**src/rtl/serial_pkg.sv**
```systemverilog
// serial_pkg: shared definitions for the bit-serial subtractor.
//   state_t        FSM state encoding (IDLE, SHIFT, DONE)
//   DEFAULT_WIDTH  default operand width in bits
package serial_pkg;

    typedef enum logic [1:0] {
        IDLE  = 2'd0,
        SHIFT = 2'd1,
        DONE  = 2'd2
    } state_t;

    localparam int DEFAULT_WIDTH = 4;

endpackage

```
**src/rtl/serial_subtractor_if.sv**
```systemverilog
// serial_subtractor_if: request/result bundle of the serial subtractor.
//   start  request to begin a subtraction (master -> slave)
//   A, B   unsigned minuend / subtrahend, WIDTH bits (master -> slave)
//   busy   operation in progress (slave -> master)
//   done   one-cycle pulse, new result on out (slave -> master)
//   out    {borrow, difference}, WIDTH+1 bits (slave -> master)
interface serial_subtractor_if
    import serial_pkg::*;
#(
    parameter int WIDTH = DEFAULT_WIDTH
);
    logic             start;
    logic [WIDTH-1:0] A;
    logic [WIDTH-1:0] B;
    logic             busy;
    logic             done;
    logic [WIDTH:0]   out;

    modport master (output start, A, B, input busy, done, out);
    modport slave  (input start, A, B, output busy, done, out);
endinterface

```
**src/rtl/full_subtractor.sv**
```systemverilog
// full_subtractor: 1-bit combinational borrow cell.
//   a, b  operand bits (computes a - b - bin)
//   bin   borrow in
//   d     difference bit
//   bout  borrow out
module full_subtractor (
    input  logic a,
    input  logic b,
    input  logic bin,
    output logic d,
    output logic bout
);
    assign d    = a ^ b ^ bin;
    assign bout = (~a & b) | (~(a ^ b) & bin);
endmodule

```
**src/rtl/serial_subtractor.sv**
```systemverilog
// serial_subtractor: unsigned A - B computed one bit per clock, LSB first,
// with a single full_subtractor cell.
//   clk    rising-edge clock
//   rst_n  asynchronous active-low reset
//   bus    serial_subtractor_if slave: start/A/B in, busy/done/out back
// A start seen in IDLE latches the operands; WIDTH SHIFT cycles follow,
// then one DONE cycle with done high; out holds until the next result.
module serial_subtractor
    import serial_pkg::*;
#(
    parameter int WIDTH = DEFAULT_WIDTH
) (
    input  logic               clk,
    input  logic               rst_n,
    serial_subtractor_if.slave bus
);
    localparam int CNT_W = $clog2(WIDTH) + 1;

    state_t             state;
    state_t             state_next;
    logic [WIDTH-1:0]   a_sh;
    logic [WIDTH-1:0]   b_sh;
    logic [WIDTH-1:0]   diff_sh;
    logic               borrow;
    logic [CNT_W-1:0]   cnt;
    logic [WIDTH:0]     out_q;
    logic               d_bit;
    logic               bout_bit;
    logic               last_bit;

    full_subtractor u_cell (
        .a    (a_sh[0]),
        .b    (b_sh[0]),
        .bin  (borrow),
        .d    (d_bit),
        .bout (bout_bit)
    );

    assign last_bit = (cnt == CNT_W'(WIDTH - 1));

    always_ff @(posedge clk or negedge rst_n) begin
        if (!rst_n) begin
            state <= IDLE;
        end else begin
            state <= state_next;
        end
    end

    always_comb begin
        state_next = state;
        case (state)
            IDLE:    if (bus.start) state_next = SHIFT;
            SHIFT:   if (last_bit)  state_next = DONE;
            DONE:    state_next = IDLE;
            default: state_next = IDLE;
        endcase
    end

    always_ff @(posedge clk or negedge rst_n) begin
        if (!rst_n) begin
            a_sh    <= '0;
            b_sh    <= '0;
            diff_sh <= '0;
            borrow  <= 1'b0;
            cnt     <= '0;
            out_q   <= '0;
        end else begin
            case (state)
                IDLE: begin
                    if (bus.start) begin
                        a_sh    <= bus.A;
                        b_sh    <= bus.B;
                        diff_sh <= '0;
                        borrow  <= 1'b0;
                        cnt     <= '0;
                    end
                end
                SHIFT: begin
                    a_sh    <= a_sh >> 1;
                    b_sh    <= b_sh >> 1;
                    // New difference bit enters at the MSB so that after
                    // WIDTH shifts bit 0 sits at the LSB.
                    diff_sh <= {d_bit, diff_sh[WIDTH-1:1]};
                    borrow  <= bout_bit;
                    if (last_bit) begin
                        // Final bit is taken straight from the cell since
                        // diff_sh has not yet absorbed it.
                        out_q <= {bout_bit, d_bit, diff_sh[WIDTH-1:1]};
                    end else begin
                        // Counter stops at WIDTH-1 and never wraps.
                        cnt <= cnt + CNT_W'(1);
                    end
                end
                default: ;
            endcase
        end
    end

    assign bus.busy = (state == SHIFT);
    assign bus.done = (state == DONE);
    assign bus.out  = out_q;

endmodule

```
**src/flat_wrapper.sv**
```systemverilog
// flat-port wrapper written by rule: the top's interface ports become plain ports
module serial_subtractor_flat import serial_pkg::*;
#(
    parameter int WIDTH = DEFAULT_WIDTH
)
  (clk, rst_n, bus_start, bus_A, bus_B, bus_busy, bus_done, bus_out);
  serial_subtractor_if #(.WIDTH(WIDTH)) bus_i ();
  input  logic clk;
  input  logic rst_n;
  input wire logic [$bits(bus_i.start)-1:0] bus_start;
  input wire logic [$bits(bus_i.A)-1:0] bus_A;
  input wire logic [$bits(bus_i.B)-1:0] bus_B;
  output wire logic [$bits(bus_i.busy)-1:0] bus_busy;
  output wire logic [$bits(bus_i.done)-1:0] bus_done;
  output wire logic [$bits(bus_i.out)-1:0] bus_out;
  assign bus_i.start = bus_start;
  assign bus_i.A = bus_A;
  assign bus_i.B = bus_B;
  assign bus_busy = bus_i.busy;
  assign bus_done = bus_i.done;
  assign bus_out = bus_i.out;
  serial_subtractor #(.WIDTH(WIDTH)) u_core (.clk(clk), .rst_n(rst_n), .bus(bus_i));
endmodule
```
**config.mk**
```make
export PLATFORM = sky130hd
export DESIGN_NAME = serial_subtractor_flat
export DESIGN_NICKNAME = d
export VERILOG_FILES = /design/src/rtl/serial_pkg.sv /design/src/rtl/serial_subtractor_if.sv /design/src/rtl/full_subtractor.sv /design/src/rtl/serial_subtractor.sv /design/src/flat_wrapper.sv
export SDC_FILE = /design/constraint.sdc
export NUM_CORES = 1
export LEC_CHECK = 0
export BUFFER_PORTS_ARGS = -buffer_cell sky130_fd_sc_hd__buf_2
export CAP_MARGIN = 10
export CORE_UTILIZATION = 50
export CTS_CLUSTER_DIAMETER = 80
export DETAILED_ROUTE_END_ITERATION = 8
export PLACE_DENSITY = 0.77
export RECOVER_POWER = 25
export SKIP_LAST_GASP = 1
export SLEW_MARGIN = 5
export SYNTH_ARGS = -nofsm -noshare
export SYNTH_HDL_FRONTEND = slang
export SYNTH_SLANG_ARGS = --single-unit
```
**constraint.sdc**
```tcl
create_clock -name clk -period 3.97 [get_ports clk]
set_input_delay 0.1985 -clock clk [delete_from_list [all_inputs] [get_ports clk]]
set_output_delay 0.1985 -clock clk [all_outputs]
set_load 0.01 [all_outputs]
```
Word level (Yosys, flattened, before mapping)
Cells that the tools add are included.
W data, S select, Z words.
{"block": "totals", "word_cells": 41, "ff_bits": 23, "out_inout_bits": 7}
{"block": "classes", "n_bitwise": 7, "mux": 14, "addsub": 1, "reduce_logical": 6, "eq_ne": 6}
{"operator": "$pmux W4 S2", "count": 3}
{"operator": "$mux W4", "count": 3}
{"operator": "$mux W3", "count": 2}
{"operator": "$pmux W3 S2", "count": 1}
{"operator": "$reduce_and A2 Y1", "count": 3}
{"operator": "$mux W2", "count": 2}
{"operator": "$ne A2 B2 Y1 const B", "count": 2}
{"operator": "$pmux W2 S2", "count": 1}
{"operator": "$add A3 B1 Y3 const B", "count": 1}
{"operator": "$eq A3 B2 Y1 const B", "count": 1}
{"operator": "$reduce_and A3 Y1", "count": 1}
{"operator": "$and A1 B1 Y1", "count": 2}
{"operator": "$eq A2 B1 Y1 const B", "count": 1}
{"operator": "$eq A2 B2 Y1 const B", "count": 1}
{"operator": "$logic_not A2 Y1", "count": 1}
{"operator": "$ne A2 B1 Y1 const B", "count": 1}
{"operator": "$not A1 Y1", "count": 2}
{"operator": "$pmux W1 S2", "count": 1}
{"operator": "$reduce_bool A2 Y1", "count": 1}
{"operator": "$xor A1 B1 Y1", "count": 2}
{"operator": "$mux W1", "count": 1}
{"operator": "$or A1 B1 Y1", "count": 1}

Logic depth before layout (Yosys ltp)
{"block": "depth", "depth_word": 5, "mapped_depth": 6}

Cells and area by module
From an unflattened synthesis, not the netlist that was laid out.
{"block": "unflattened", "cells_unflattened": 86, "area_unflattened_um2": 1019.7}
{"mod": "serial_subtractor", "n_inst": 1, "cells_per_inst": 82, "seq_area_each_um2": 550.5, "area_per_inst_um2": 988.4}
{"mod": "full_subtractor", "n_inst": 1, "cells_per_inst": 4, "seq_area_each_um2": 0.0, "area_per_inst_um2": 31.3}

Least setup slack after synthesis
No wires, ideal clock.
{"block": "synth_timing", "path_kind": "register to register", "from": "register u_core.cnt[0]", "to": "register u_core.out_q[0] (netlist: u_core.bus.out[0])", "stages_incl_launch_ff": 6, "arrival_ps": 1326, "setup_time_ps": 125, "setup_slack_ps": 2519, "synth_period_minus_slack_ps": 1451, "required_time_ps": 3845, "path_buffers": 1, "path_cell_list": "dfrtp_1 -> ha_1 -> ha_1 -> clkbuf_2 -> nand3b_4 -> mux2_2"}
{"block": "synth_between", "elab_chain_len": 2}
{"item": "start: declaration", "line_no": "serial_subtractor.sv:25", "rtl": "logic [CNT_W-1:0] cnt;"}
{"item": "start signal: assignment", "line_no": "serial_subtractor.sv:91", "rtl": "cnt <= cnt + CNT_W'(1);"}
{"item": "$eq A3 B2 Y1", "line_no": "serial_subtractor.sv:39", "rtl": "assign last_bit = (cnt == CNT_W'(WIDTH - 1));"}
{"item": "$reduce_and A2 Y1 (no line)"}
{"item": "end signal: assignment", "line_no": "serial_subtractor.sv:88", "rtl": "out_q <= {bout_bit, d_bit, diff_sh[WIDTH-1:1]};"}
{"item": "end: declaration", "line_no": "serial_subtractor.sv:26", "rtl": "logic [WIDTH:0] out_q;"}
Every way passes these cells.
A chain may end at the register's enable or synchronous reset.

Final worst setup path
{"block": "layout_timing", "from": "register u_core.state[0]", "to": "output port bus_busy"}
{"block": "layout_between", "elab_chain_len": 1}
{"item": "start: declaration", "line_no": "serial_subtractor.sv:19", "rtl": "state_t state;"}
{"item": "start signal: assignment", "line_no": "serial_subtractor.sv:45", "rtl": "state <= state_next;"}
{"item": "$eq A2 B1 Y1", "line_no": "serial_subtractor.sv:99", "rtl": "assign bus.busy = (state == SHIFT);"}
{"item": "end: declaration", "line_no": "flat_wrapper.sv:13", "rtl": "output wire logic [$bits(bus_i.busy)-1:0] bus_busy;"}
Every way passes these cells.

==> summary.md <==
| Metric | Value |
|---|---|
| Initial DRC count | `12` |
| Root buffer cell | `clkbuf_4` |
| Clock Tree Buf Depth | `2` |
| Skew final | `3.038 ps` |
| Synth Flop Type | `dfrtp_1` |
| CP Capture Type | `output port` |
| Top-count cell post-synth | `dfrtp_1` |
| GRT Total Usage | `0.1916` |
| Fin area | `1162 sq um` |
| I/O Pins | `18` |
| Hold Buf Count CTS | `1` |
| Total Neg Setup Slack | `0 ps` |
| Die Y | `47.33 um` |
| Initial Util | `0.5290` |
| CTS tree | `done` |
| Critical path data required time | `3770 ps` |
| Syn Nets | `roughly 100` |
| Crit path to | `bus_busy` |
| R2R Path End | `u_core.bus.out[2]` |
| Reg clk slew, reported paths | `110 ps` |
| Final Wtd Congestion | `0.7453` |
| CP Launch Type | `flop` |
| Reg-to-reg setup timing slack | `2430 ps` |
| DRT Wirelength | `1749 um` |
| R2R Path Start | `u_core.cnt[0]` |
| Internal power | `just under 600 uW` |
| Logic pwr share | `0.426` |
| PostCTS Resize Cnt | `0` |
| Slowest CP cell | `dfrtp_1` |
| Worst min-delay path class | `primary input to flop` |
| DP HPWL | `1297 um` |
| Hold Fails Final Rpt | `0` |
| Max-slew headroom at the worst pin | `0.2263` |
| Fin crit period | `1886 ps` |
| Top post-synthesis cells by area | `dfrtp_1 54%, a22o_1 6.0%, mux2_2 5.5%` |
| CP Cell Sequence | `or2b_2, inv_2, buf_2` |
| Ant diodes | `0` |
| CTS Sinks | `22` |
| CP startpoint | `u_core.state[0]` |
| Worst slew pin tran | `1161 ps` |
| Mapped Avg Cell Area | `between 10 and 15 sq um` |
| Total of max-cap violations | `0` |
| Syn Inst Count | `88` |
| Unique masters post-synth | `29` |
| Static leakage | `0.5621 nW` |
| Unrepaired setup endpoints after global routing | `no` |
| R2R cell count | `4` |
| Final setup fails | `0` |
| Port bufs | `17` |
| Final nets | `121` |
| Max incr delay on CP | `around 740 ps` |
| Placed cells | `between 100 and 150` |
| Antenna violations before repair | `0` |
| Worst-path fanout max | `19` |
| Clock network power share | `0.127` |
| Post-synth top area cell | `dfrtp_1` |
| Worst skew pair latency | `290 ps` |
| Final period util | `0.4752` |
| Via count | `716` |
| Worst VDD drop | `0.4283 mV` |
| Net Switching | `roughly 340 uW` |
| DRT Pass-1 Iters | `4` |
| Post-Synth Adder-Cell Area | `0.04385` |
| XOR/XNOR Fraction of Synth Area | `0` |
| Core area | `1942 sq um` |
| Synthesized cell area | `1027 sq um` |
| Number of flops mapped to enable cells by yosys | `0` |
| Setup Fix Bufs, Post-CTS | `0` |
| Vias in the first global route | `655` |
| Layout area overhead | `13.15%` |
| Seq pwr share | `0.447` |
| Largest net degree at the start of global routing | `23` |
| Num CTS Buffers | `3` |
| Fmax | `530.1 MHz` |
| Async S/R FF share, synth | `1.000` |
| Ys Warns | `0` |
| Flops & latches, synth | `22` |
| Via density | `5.383` |
| PwrDens | `794.0 nW/um^2` |
| Largest family of logic cells by synthesized area | `compound AO/OA/AOI/OAI gates` |
| Synth Area in Simple Gates | `0.1035` |
| Max Slew Vio Count | `0` |
| Status | `finished clean` |
| Layout cell share with drive strength beyond 1 | `0.3113` |
| Compound-Gate Fraction of Synth Area | `0.2046` |
| Kind of critical path | `flop to output port` |
| Fin cells | `133` |
| First-pass GRT wire length | `2939 um` |
| DRC viols | `0` |
| Final ANT Viol Nets | `0` |
| Die Width | `around 47 um` |
| Crit path DAT | `between 1500 and 2000 ps` |
| Global route overflow | `0` |
| Cell Area, Placed | `1117 sq um` |
| Synth top cells by count | `22 x dfrtp_1, 7 x a22o_1, 7 x inv_1, 7 x nor2_1, 6 x o21ai_0` |
| Die ar. | `2240 sq um` |
| # H-tree levels | `1` |
| Drt wl/cell | `13.15 um` |
| Synth top area share | `0.5359` |
| Post-synthesis mux area share | `0.05481` |
| Num rows | `16` |
| Sw Share | `0.3692` |
| Sequential fraction of the synthesis area | `0.5359` |
-- cell type report --
class,instances,area [sq um]
inverters,8,30.03
fillers,168,779.5
multi-input cells,54,417.9
flip-flops and latches,22,550.5
well taps,27,33.78
clock buffers,4,36.28
repair buffers,18,93.84
-- worst max-delay path, delay by kind of cell, from the launching register on --
kind | cells | cell delay, ps
simple gates | 1 | 420
buf+inv | 2 | 240
flops | 1 | 740
-- power by group through the flow --
stage	registers (mW)	clock network, mW	logic (mW)
after floorplan	0.389	0	0.326
after global placement	0.411	0	0.380
after global routing	0.431	0.132	0.447
after detailed placement	0.415	0	0.401
final	0.412	0.118	0.393
after CTS	0.411	0.121	0.401
-- flip-flops by register name, summed over array words and instances, names as in the netlist --
name / flops
u_core.a_sh: 4
u_core.b_sh: 4
u_core.borrow: 1
u_core.bus.out: 5
u_core.cnt: 3
u_core.diff_sh: 3
u_core.state: 2
-- cell usage in the layout (no fill, tap or decap), drive strengths merged, types with 2 or more instances in the layout --
| master | n |
|---|---|
| nor2 | 7 |
| inv | 8 |
| nand2 | 5 |
| buf | 16 |
| dfrtp | 22 |
| o32ai | 4 |
| ha | 2 |
| a21oi | 3 |
| clkbuf | 5 |
| mux2 | 5 |
| o21ai | 7 |
| o22ai | 3 |
| a22o | 7 |
-- through the flow --
| step | hold slack (ps) | total power [mW] | util | setup slack (ps) |
|---|---|---|---|---|
| after floorplan | -97.09 | 0.7150 | - | 2519 |
| after global placement | 180.4 | 0.7916 | 0.5754 | 2454 |
| after detailed placement | 189.1 | 0.8162 | 0.5754 | 2424 |
| after CTS | 143.6 | 0.9338 | 0.5992 | 2086 |
| after global routing | 159.5 | 1.010 | 0.5986 | 1963 |
| final | 146.5 | 0.9229 | 0.5986 | 2084 |
-- cells by family (layout without fill, tap and decap cells) --
group | after synthesis | count (layout)
simple gates | 18 | 18
mux | 5 | 5
compound gates | 28 | 28
flops | 22 | 22
buf+inv | 12 | 30
fa+ha+maj | 3 | 3
-- worst min path at each step --
stage | start | endpoint | cells after the start
6_report | bus_A[3] | u_core.a_sh[3] | 3
3_5_place_dp | rst_n | u_core.cnt[2] | 1
3_3_place_gp | rst_n | u_core.cnt[2] | 1
2_1_floorplan | rst_n | u_core.a_sh[0] | 0
4_1_cts | bus_A[3] | u_core.a_sh[3] | 3
5_1_grt | bus_B[3] | u_core.b_sh[3] | 3
-- routing by layer --
| metal | vias up | part of all wire | track usage |
|---|---|---|---|
| met1 | 352 | 0.49 | 0.2836 |
| met5 | - | 0 | 0 |
| met4 | 0 | 0 | 0.03429 |
| li1 | 353 | - | - |
| met2 | 11 | 0.48 | 0.3068 |
| met3 | 0 | 0.027 | 0.02308 |
Note: power is estimated with default switching activity, not from simulation.
